==> config.mk <==
export PLATFORM = sky130hd
export DESIGN_NAME = hazard_ctrl
export DESIGN_NICKNAME = d
export VERILOG_FILES = /design/src/rtl/hazard_pkg.sv /design/src/rtl/fwd_unit.sv /design/src/rtl/hazard_ctrl.sv
export SDC_FILE = /design/constraint.sdc
export NUM_CORES = 1
export LEC_CHECK = 0
export ABC_AREA = 1
export BUFFER_PORTS_ARGS = -buffer_cell sky130_fd_sc_hd__buf_2
export CORE_MARGIN = 10
export CORE_UTILIZATION = 53
export CTS_CLUSTER_SIZE = 30
export DETAILED_ROUTE_END_ITERATION = 8
export PLACE_DENSITY = 0.86
export SLEW_MARGIN = 20
export SYNTH_ARGS = -nofsm -noshare
export SYNTH_HDL_FRONTEND = slang
export SYNTH_SLANG_ARGS = --single-unit
==> constraint.sdc <==
create_clock -name clk -period 3.8 [get_ports clk]
set_input_delay 0.19 -clock clk [delete_from_list [all_inputs] [get_ports clk]]
set_output_delay 0.19 -clock clk [all_outputs]
set_load 0.01 [all_outputs]
==> src/rtl/hazard_pkg.sv <==
// Shared definitions for the pipeline hazard controller: FSM states,
// forwarding select encodings and the PC register index.
package hazard_pkg;

    typedef enum logic [1:0] {
        RUN      = 2'd0,
        MEMWAIT  = 2'd1,
        REDIRECT = 2'd2
    } state_t;

    localparam logic [1:0] FWD_RF  = 2'b00;
    localparam logic [1:0] FWD_WB  = 2'b01;
    localparam logic [1:0] FWD_MEM = 2'b10;

    localparam int unsigned PC_REG = 15;

endpackage

==> src/rtl/fwd_unit.sv <==
// Operand forwarding select for one Execute-stage source register.
// Memory-stage results win over Writeback; the PC register is never forwarded.
module fwd_unit
    import hazard_pkg::*;
#(
    parameter int unsigned REG_W = 4
) (
    input  logic [REG_W-1:0] ra,
    input  logic [REG_W-1:0] wa3m,
    input  logic [REG_W-1:0] wa3w,
    input  logic             regwritem,
    input  logic             regwritew,
    output logic [1:0]       fwd
);

    always_comb begin
        fwd = FWD_RF;
        if (ra != REG_W'(PC_REG)) begin
            if (regwritem && (wa3m == ra)) begin
                fwd = FWD_MEM;
            end else if (regwritew && (wa3w == ra)) begin
                fwd = FWD_WB;
            end
        end
    end

endmodule

==> src/rtl/hazard_ctrl.sv <==
// Pipeline hazard controller: operand forwarding, memory-wait / branch /
// load-use stall and flush sequencing, and a saturating stall counter.
module hazard_ctrl
    import hazard_pkg::*;
#(
    parameter int unsigned REG_W = 4,
    parameter int unsigned CNT_W = 16
) (
    input  logic             clk,
    input  logic             reset,
    input  logic [REG_W-1:0] RA1D,
    input  logic [REG_W-1:0] RA2D,
    input  logic [REG_W-1:0] RA1E,
    input  logic [REG_W-1:0] RA2E,
    input  logic [REG_W-1:0] WA3E,
    input  logic [REG_W-1:0] WA3M,
    input  logic [REG_W-1:0] WA3W,
    input  logic             RegWriteM,
    input  logic             RegWriteW,
    input  logic             MemtoRegE,
    input  logic             BranchTakenE,
    input  logic             MemReqM,
    input  logic             MemReadyM,
    output logic             StallF,
    output logic             StallD,
    output logic             StallE,
    output logic             StallM,
    output logic             FlushD,
    output logic             FlushE,
    output logic             FlushW,
    output logic [1:0]       ForwardAE,
    output logic [1:0]       ForwardBE,
    output logic [CNT_W-1:0] StallCount
);

    state_t     state, state_nx;
    logic [1:0] fwd_a, fwd_b;
    logic       load_use;

    fwd_unit #(.REG_W(REG_W)) u_fwd_a (
        .ra        (RA1E),
        .wa3m      (WA3M),
        .wa3w      (WA3W),
        .regwritem (RegWriteM),
        .regwritew (RegWriteW),
        .fwd       (fwd_a)
    );

    fwd_unit #(.REG_W(REG_W)) u_fwd_b (
        .ra        (RA2E),
        .wa3m      (WA3M),
        .wa3w      (WA3W),
        .regwritem (RegWriteM),
        .regwritew (RegWriteW),
        .fwd       (fwd_b)
    );

    assign load_use = MemtoRegE && ((WA3E == RA1D) || (WA3E == RA2D));

    always_ff @(posedge clk or negedge reset) begin
        if (!reset) begin
            state <= RUN;
        end else begin
            state <= state_nx;
        end
    end

    always_comb begin
        state_nx  = state;
        StallF    = 1'b0;
        StallD    = 1'b0;
        StallE    = 1'b0;
        StallM    = 1'b0;
        FlushD    = 1'b0;
        FlushE    = 1'b0;
        FlushW    = 1'b0;
        ForwardAE = fwd_a;
        ForwardBE = fwd_b;
        case (state)
            RUN: begin
                if (MemReqM && !MemReadyM) begin
                    {StallF, StallD, StallE, StallM, FlushW} = '1;
                    state_nx = MEMWAIT;
                end else if (BranchTakenE) begin
                    FlushD   = 1'b1;
                    FlushE   = 1'b1;
                    state_nx = REDIRECT;
                end else if (load_use) begin
                    StallF = 1'b1;
                    StallD = 1'b1;
                    FlushE = 1'b1;
                end
            end
            MEMWAIT: begin
                // Branch/load-use inputs stay frozen and are seen again in RUN.
                if (!MemReadyM) begin
                    {StallF, StallD, StallE, StallM, FlushW} = '1;
                end else begin
                    state_nx = RUN;
                end
            end
            REDIRECT: begin
                FlushD   = 1'b1;
                state_nx = RUN;
            end
            default: state_nx = RUN;
        endcase
        if (!reset) begin
            {StallF, StallD, StallE, StallM, FlushD, FlushE, FlushW} = '0;
            ForwardAE = FWD_RF;
            ForwardBE = FWD_RF;
        end
    end

    always_ff @(posedge clk or negedge reset) begin
        if (!reset) begin
            StallCount <= '0;
        end else if ((StallF || StallM) && (StallCount != '1)) begin
            StallCount <= StallCount + CNT_W'(1);
        end
    end

endmodule

---- Word-level counts from Yosys, hierarchy flattened ----
Index checks and enable logic that the tools add are counted.
storage, ports and cells
  register bits ........................... 18
  input bits .............................. 36
  output and inout bits ................... 27
  word-level logic and storage cells ...... 57
operators by class
  add/subtract/negate cells ............... 1
  equality and inequality tests ........... 13
  mux-type cells .......................... 29
  reduce and logical (&&, ||, !) cells .... 12
operators with widths
  kind                     number
  $eq A4 B4 Y1             6
  $mux W2                  9
  $add A16 B1 Y16 const B  1
  $mux W1                  16
  $ne A16 B16 Y1 const B   1
  $ne A4 B4 Y1 const B     2
  $logic_and A1 B1 Y1      7
  $pmux W1 S2              3
  $pmux W2 S2              1
  $ne A3 B3 Y1 const B     1
  $eq A2 B1 Y1 const B     1
  $eq A2 B2 Y1 const B     1
  $logic_not A2 Y1         1
  $logic_or A1 B1 Y1       2
  $ne A2 B2 Y1 const B     1
  $reduce_and A2 Y1        1
  $logic_not A1 Y1         1

---- Logic depth before layout (Yosys ltp) ----
Gate-level depths: netlist of the first run.
  word-level depth ........................ 10
  mapped depth ............................ 14
  mapped depth without buffers ............ 13

---- Cells and area by module ----
From an unflattened synthesis of the first run, not the netlist that was laid out.
unflattened totals
  cells, all modules ...................... 293
  area, all modules ....................... 1785.5 sq um
by module, submodules not included
  module       instances  cells an instance  area each (sq um)  sequential area each (sq um)
  hazard_ctrl  1          203                1382.6             450.4
  fwd_unit     2          45                 201.4              0.0

---- Worst setup path after synthesis of the first run ----
OpenSTA, ideal clock, no wires.
  kind .................................... register to register
  start ................................... register StallCount[0]
  end ..................................... register StallCount[7]
  library setup time ...................... 117 ps
  arrival ................................. 1512 ps
  data required time ...................... 3683 ps
  slack ................................... 2171 ps
  cell stages (with the launch flop) ...... 10
  path buffers ............................ 1
  period minus slack after synthesis ...... 1629 ps
  path through ............................ dfrtp_1 > ha_1 > nand3_2 > nor2_2 > nand2_2 > nor2_4 > nand2_4 > buf_2 > nand4_1 > nand2_1
on the way
  cells in the longest elaborated chain, start to end .. 2
  elaborated cells on any way between the ends .. 3
  classes of those cells .................. add/sub (1); eq/ne (1); reduce/logical (1)
ends and longest elaborated chain
  what                                                                     line                source
  start, declared                                                          hazard_ctrl.sv:33   output logic [CNT_W-1:0] StallCount
  start signal, assigned                                                   hazard_ctrl.sv:119  StallCount <= StallCount + CNT_W'(1);
  parallel branches: the longest is 2 deep, another holds $add A16 B1 Y16  --
Parallel ways; which one is timed is not known.
A chain may end at the register's enable or synchronous reset.

---- Final worst setup path of the first run ----
  start ................................... input port reset
  end ..................................... output port ForwardBE[0]
on the way
  cells in the longest elaborated chain, start to end .. 1
ends and longest elaborated chain
  what             line                source
  start, declared  hazard_ctrl.sv:10   input logic reset,
  $mux W2          hazard_ctrl.sv:108  if (!reset) begin
  end, declared    hazard_ctrl.sv:32   output logic [1:0] ForwardBE,
Every way passes these cells.

==> results.cfg, run 1 <==
[synthesis]
syn_nets = 280
ys_ff_latch = 18
syn_area_um2 = 1623
syn_inst = 243
ys_types = 31
synth_top_area_share_pct = 27.76
yosysWarnings = 0
avgSynthCellArea_um2 = 6.678
netlist_top_cells_area = dfrtp_1 28%, nand2_1 19%, nand4_1 8.9%
seq_area_frac_synth_pct = 27.76
yosysTopAreaCell = dfrtp_1

[min_path]
hp-class = input port to flip-flop

[run]
maxCapViolCount = 0

[final_layout]
drive_gt1_share_pct = 26.42
synthToLayoutAreaGrowth_pct = 19.43
fillers = 275
postLayoutCellArea_um2 = 1938
nNetsFinal = 338
insertedDiodeCount = 0

[grt]
antenna_found_initial = 0
track_usage_pct = 15.36
grt_max_degree = 39
grt_overflow = 0
grt_pass1_vias = 1673
grt_pass1_wl_um = 7176

[clock_network]
cts_sinks = 18
clk_pin_slew_ns = 0.10
insertion_delay_ns = 0.29
post_cts_buffers = 0
postCtsHoldBufs = 1
clockRootBuffer = clkbuf_4
cts_tree = done
cts-resized-gates = 0
cts_buffer_depth = 2
htree_levels = 1
cts_buffers = 3

[placed_design]
dpl_worst_slack_ns = 1.888
gp_congestion = 0.8455
io_buffers = 62
placed_area_um2 = 1906
hpwl_um = 3360

[critical_path]
critPathLaunchType = input port
arrival_ns = 2.26
cp_max_fo = 38
crit_path_end_kind = primary output
critPathKind = input port to primary output
cp.required_ns = 3.61

[floorplan]
io_pins = 63
core_region_area_um2 = 3003
start_util_pct = 54.04
die_x_um = 75.34
die_h_um = 75.34
design.die.area_um2 = 5675
rows = 20

[sta]
fin_tns_setup_ns = 0
hold_violations = 0
holdWs_ns = 0.1726
rsz0062_at_grt = false
setup_slack_ns = 1.345
min_period_ns = 2.455
worst_pin_slew_ns = 0.7346
slew_viol_final = 0
finalSetupViolCount = 0
finalCritPeriodShare_pct = 64.60
max_freq_mhz = 407.4
finClkSkew_ns = 0.005980
maxSlewHeadroom_pct = 51.03

[power]
power.leakage_nw = 1.144
p_per_area_nw_per_um2 = 268.1
vdd_drop_max_uv = 186.3
power_uw = 519.6

[route]
drt-wirelength-per-cell_um = 12.82
via_per_inst = 5.184
drt_first_iter_violations = 152
antenna_left = 0
wl_um = 4255
route.detailed.drc = 0
vias = 1721
drt-pass1-iter-count = 4

[status]
status = finished, final reports clean
==> routing by layer <==
metal / vias to the layer above / global-route usage, % / wire length (um)
li1: 906 / - / -
met1: 768 / 17.47 / 1790
met2: 45 / 27.86 / 2146
met3: 2 / 3.906 / 288
met4: 0 / 3.711 / 29
met5: - / 0 / 0
==> report_power, final <==
| group | total (mW) | switching [mW] | internal (mW) |
|---|---|---|---|
| sequential | 0.244 | 0.0299 | 0.214 |
| combinational | 0.182 | 0.107 | 0.0752 |
| clock | 0.0936 | 0.0568 | 0.0368 |
| total | 0.520 | 0.194 | 0.326 |
==> cells by family after synthesis <==
logic type	count (synthesis)	share of synthesized area, %
DFF	18	27.76
buffers and inverters	43	11.87
xor gates and xnor gates	17	9.175
and+or+nand+nor	145	43.10
adders and majority gates	1	0.7709
AOI/OAI and AO/OA	19	7.324
==> cells in the mapped netlist, drive strengths merged <==
cell type,n
nand2,84
inv,33
nand4,23
dfrtp,18
nor2,18
buf,10
nand3,10
xor2,9
xnor2,8
a21oi,6
nor3,5
a211oi,3
a221oi,3
o21ai,3
a31oi,2
nor4,2
o22ai,2
and2,1
ha,1
nand3b,1
or2,1
==> path summary, 6_finish.rpt <==
path	to	depth (start not counted)	slack (ns)	from
max in group asynchronous	StallCount[0]	2	2.85	reset
hold reg to reg	StallCount[15]	2	0.54	StallCount[15]
hold / removal	state[1]	3	0.17	BranchTakenE
setup / recovery	ForwardBE[0]	7	1.35	reset
min in group asynchronous	StallCount[10]	2	0.49	reset
setup reg to reg	StallCount[1]	9	2.01	StallCount[0]
==> layout make-up <==
cell class | instances | area [um2] | share of cell area [%]
Clock buffer | 3 | 22.52 | 1.162
Timing Repair Buffer | 63 | 320.3 | 16.53
Sequential cell | 18 | 450.4 | 23.24
Inverter | 33 | 123.9 | 6.391
Tap cell | 33 | 41.29 | 2.130
Multi-Input combinational cell | 182 | 979.7 | 50.55
==> flip-flops by register name, indices dropped and copies added, names as in the netlist <==
| signal | count |
|---|---|
| StallCount | 16 |
| state | 2 |
==> critical path, stage by stage <==
cell,delay [ns]
dlygate4sd3_1,0.52
buf_2,0.59
inv_1,0.29
a211oi_1,0.26
nand4_1,0.12
a31oi_1,0.14
buf_2,0.15
==> cell usage in the layout, fill, tap and decap left out, drive strengths merged, types with 5 or more instances in the layout <==
| cell | netlist | routed |
|---|---|---|
| nand4 | 23 | 23 |
| xnor2 | 8 | 8 |
| buf | 10 | 62 |
| nor2 | 18 | 18 |
| nand2 | 84 | 84 |
| xor2 | 9 | 9 |
| nor3 | 5 | 5 |
| inv | 33 | 33 |
| a21oi | 6 | 6 |
| dfrtp | 18 | 18 |
| nand3 | 10 | 10 |
==> stage by stage <==
stage	utilization, %	cells
after floorplan	-	243
after CTS	64.54	332
after detailed placement	63.46	328
after global routing	64.54	332
final	64.54	332
after global placement	63.46	328
Power figures use the tool's default switching activity.
==> run 2: changes to the inputs <==
--- a/config.mk
+++ b/config.mk
@@ -5,13 +5,13 @@
 export SDC_FILE = /design/constraint.sdc
 export NUM_CORES = 1
 export LEC_CHECK = 0
-export ABC_AREA = 1
+export ABC_AREA = 0
 export BUFFER_PORTS_ARGS = -buffer_cell sky130_fd_sc_hd__buf_2
 export CORE_MARGIN = 10
-export CORE_UTILIZATION = 53
+export CORE_UTILIZATION = 41
 export CTS_CLUSTER_SIZE = 30
 export DETAILED_ROUTE_END_ITERATION = 8
-export PLACE_DENSITY = 0.86
+export PLACE_DENSITY = 0.75
 export SLEW_MARGIN = 20
 export SYNTH_ARGS = -nofsm -noshare
 export SYNTH_HDL_FRONTEND = slang
==> constraint.sdc (replaced) <==
create_clock -name clk -period 2.05 [get_ports clk]
set_input_delay 0.1025 -clock clk [delete_from_list [all_inputs] [get_ports clk]]
set_output_delay 0.1025 -clock clk [all_outputs]
set_load 0.01 [all_outputs]
==> run 2 against run 1 <==
Flip-flop and latch count unchanged. Final cell count decreased by 26%. Combinational power grew 58%. Area after synthesis decreased by 19%. Clock power up 89%. Clock skew down 0.0035 ns. Via count decreased by 28%. Count of clock-buffer cells in the layout is the same.
==> results.cfg, run 2 <==
[status]
status = finished, final reports clean

[synthesis]
ys_top_cells_by_count = 19 x xor2_1, 18 x dfrtp_1, 16 x xnor2_1
netlist_top_cells_area = dfrtp_1 34%, xor2_1 13%, xnor2_1 11%
yosysTopAreaCell = dfrtp_1
avgSynthCellArea_um2 = 9.651
ys_ff_latch = 18
synth-adder-area-share_pct = 0.9533
synth_xor_area_share_pct = 23.36
muxShareOfSynthArea_pct = 2.860
seq_area_frac_synth_pct = 34.32
synth-simple-area-share_pct = 28.79
yosys.cell_count.top_type = xor2_1
synth_top_area_share_pct = 34.32
synth_ff_type = dfrtp_1
ys_types = 31
synth-edff-count = 0
syn_inst = 136
synth-compound-area-share_pct = 6.006
syn_nets = 173
synth_top_family_by_area = simple AND/OR/NAND/NOR gates
syn_area_um2 = 1313
async_flop_share_pct = 100.0
yosysWarnings = 0

[final_layout]
layout.cells.non_filler = 246
fin_util_pct = 56.72
largest_register = StallCount
nNetsFinal = 241
final_cell_mix = 62 x buf_2, 19 x xor2_1, 17 x dfrtp_1
drive_gt1_share_pct = 41.58
largest_reg_flops = 16
synthToLayoutAreaGrowth_pct = 31.94
final_common_cell = buf_2
reg.largest.list = StallCount: 16 flops, state: 2 flops
insertedDiodeCount = 0
postLayoutCellArea_um2 = 1732

[power]
power_uw = 904.1
power.leakage_nw = 0.8990
p_per_area_nw_per_um2 = 522.1
vdd_drop_max_uv = 624.3

[min_path]
hold_depth = 2
hp-class = input port to flip-flop
min_to = state[0]
holdCritStartpoint = MemReadyM

[clock_network]
clk_pin_slew_ns = 0.10
clockRootBuffer = clkbuf_4
cts_tree = done
post_cts_buffers = 0
cts_buffer_depth = 2
insertion_delay_ns = 0.30
cts_buffers = 3
cts_sinks = 18
htree_levels = 1

[critical_path]
reg2reg_depth = 5
reg2reg_slack_ns = 0.11
critPathSlowestCell = or3_1
r2r-start = StallCount[6]
slowest_delay_ns = 0.43
cp_max_fo = 14
rr_endpoint = StallCount[1]
critPathTopFamily = simple AND/OR/NAND/NOR gates
crit_chain = and4_4, nand4_4, or3_1, o211ai_4, mux2_4
crit_path_end_kind = flip-flop
cp.required_ns = 2.24
path_buf_inv = 0
critPathLaunchType = flip-flop
critPathKind = flip-flop to flip-flop
arrival_ns = 2.13

[floorplan]
rows = 20
start_util_pct = 42.99
die_x_um = 76.58
design.die.area_um2 = 5865
die_h_um = 76.58
io_pins = 63
core_region_area_um2 = 3053

[route]
vias = 1232
drt-pass1-iter-count = 4
wl_um = 3489
route.detailed.drc = 0
antenna_left = 0
drt_first_iter_violations = 23
drt-wirelength-per-cell_um = 14.18
via_per_inst = 5.008

[grt]
met1_usage_pct = 14.32
grt_pass1_vias = 1263
grt_pass1_wl_um = 5796
grt_max_degree = 16
antenna_found_initial = 0
top_usage_layer = met2
grt_overflow = 0
met3_usage_pct = 3.302
track_usage_pct = 11.60
grt_use_met2_pct = 19.30

[sta]
holdWs_ns = 0.01669
finalSetupViolCount = 0
max_freq_mhz = 516.6
hold_violations = 0
min_period_ns = 1.936
worst_pin_slew_ns = 0.4916
setup_slack_ns = 0.1142
fin_tns_setup_ns = 0
slew_viol_final = 0
finalCritPeriodShare_pct = 94.43
rsz0062_at_grt = false
maxSlewHeadroom_pct = 67.07
finClkSkew_ns = 0.002459

[placed_design]
place_inst = 242
io_buffers = 62
hpwl_um = 2914
dpl_worst_slack_ns = 0.08355
gp_congestion = 0.7825
placed_area_um2 = 1674

[run]
maxCapViolCount = 0
==> run 2: changes by cell type in the layout (fill, tap and decap cells not counted), moves of 4 or more <==
cell / change
xnor2_1: +8
inv_1: -26
and3_1: +4
xor2_1: +10
a21oi_1: -4
nand2_1: -69
buf_4: +4
nand4_1: -18
==> run 2: area by class of cell <==
| type | count | area (um2) |
|---|---|---|
| Sequential cell | 18 | 451.7 |
| Inverter | 4 | 15.01 |
| Timing Repair Buffer | 67 | 350.3 |
| Clock buffer | 3 | 22.52 |
| Fill cell | 305 | 1321 |
| Tap cell | 44 | 55.05 |
| Multi-Input combinational cell | 110 | 837.1 |
==> run 2: how the worst max path moves through the flow <==
stage	startpoint	to	cells after the start
final	StallCount[6]	StallCount[1]	5
after global routing	StallCount[1]	StallCount[2]	7
after CTS	StallCount[0]	StallCount[15]	7
after detailed placement	StallCount[0]	StallCount[15]	7
after global placement	StallCount[8]	StallCount[1]	5
after floorplan	StallCount[0]	StallCount[1]	7
==> run 2: per-layer routing <==
layer | routed length [um] | up-vias
li1 | - | 607
met1 | 1628 | 578
met2 | 1610 | 44
met3 | 220 | 3
met4 | 29 | 0
met5 | 0 | -
==> run 2: where the power goes <==
group	internal, mW	switching, mW
registers	0.393	0.0467
clock network	0.0686	0.108
logic	0.142	0.146
==> run 2: kinds of logic (layout without fill, tap and decap cells) <==
logic type | count (synthesis) | after routing
AND/OR/NAND/NOR | 63 | 63
XOR/XNOR | 35 | 35
flip-flops | 18 | 18
AO/OA/AOI/OAI | 8 | 8
buffers and inverters | 8 | 74
multiplexers | 3 | 3
adder cells (fa/ha/maj) | 1 | 1
==> run 2: repair_timing <==
item / in CTS / in global routing
hold buffers: 1 / 0
endpoints found under the setup margin: 0 / 10
resized for setup: 0 / 5
endpoints found under the hold margin: 18 / 0
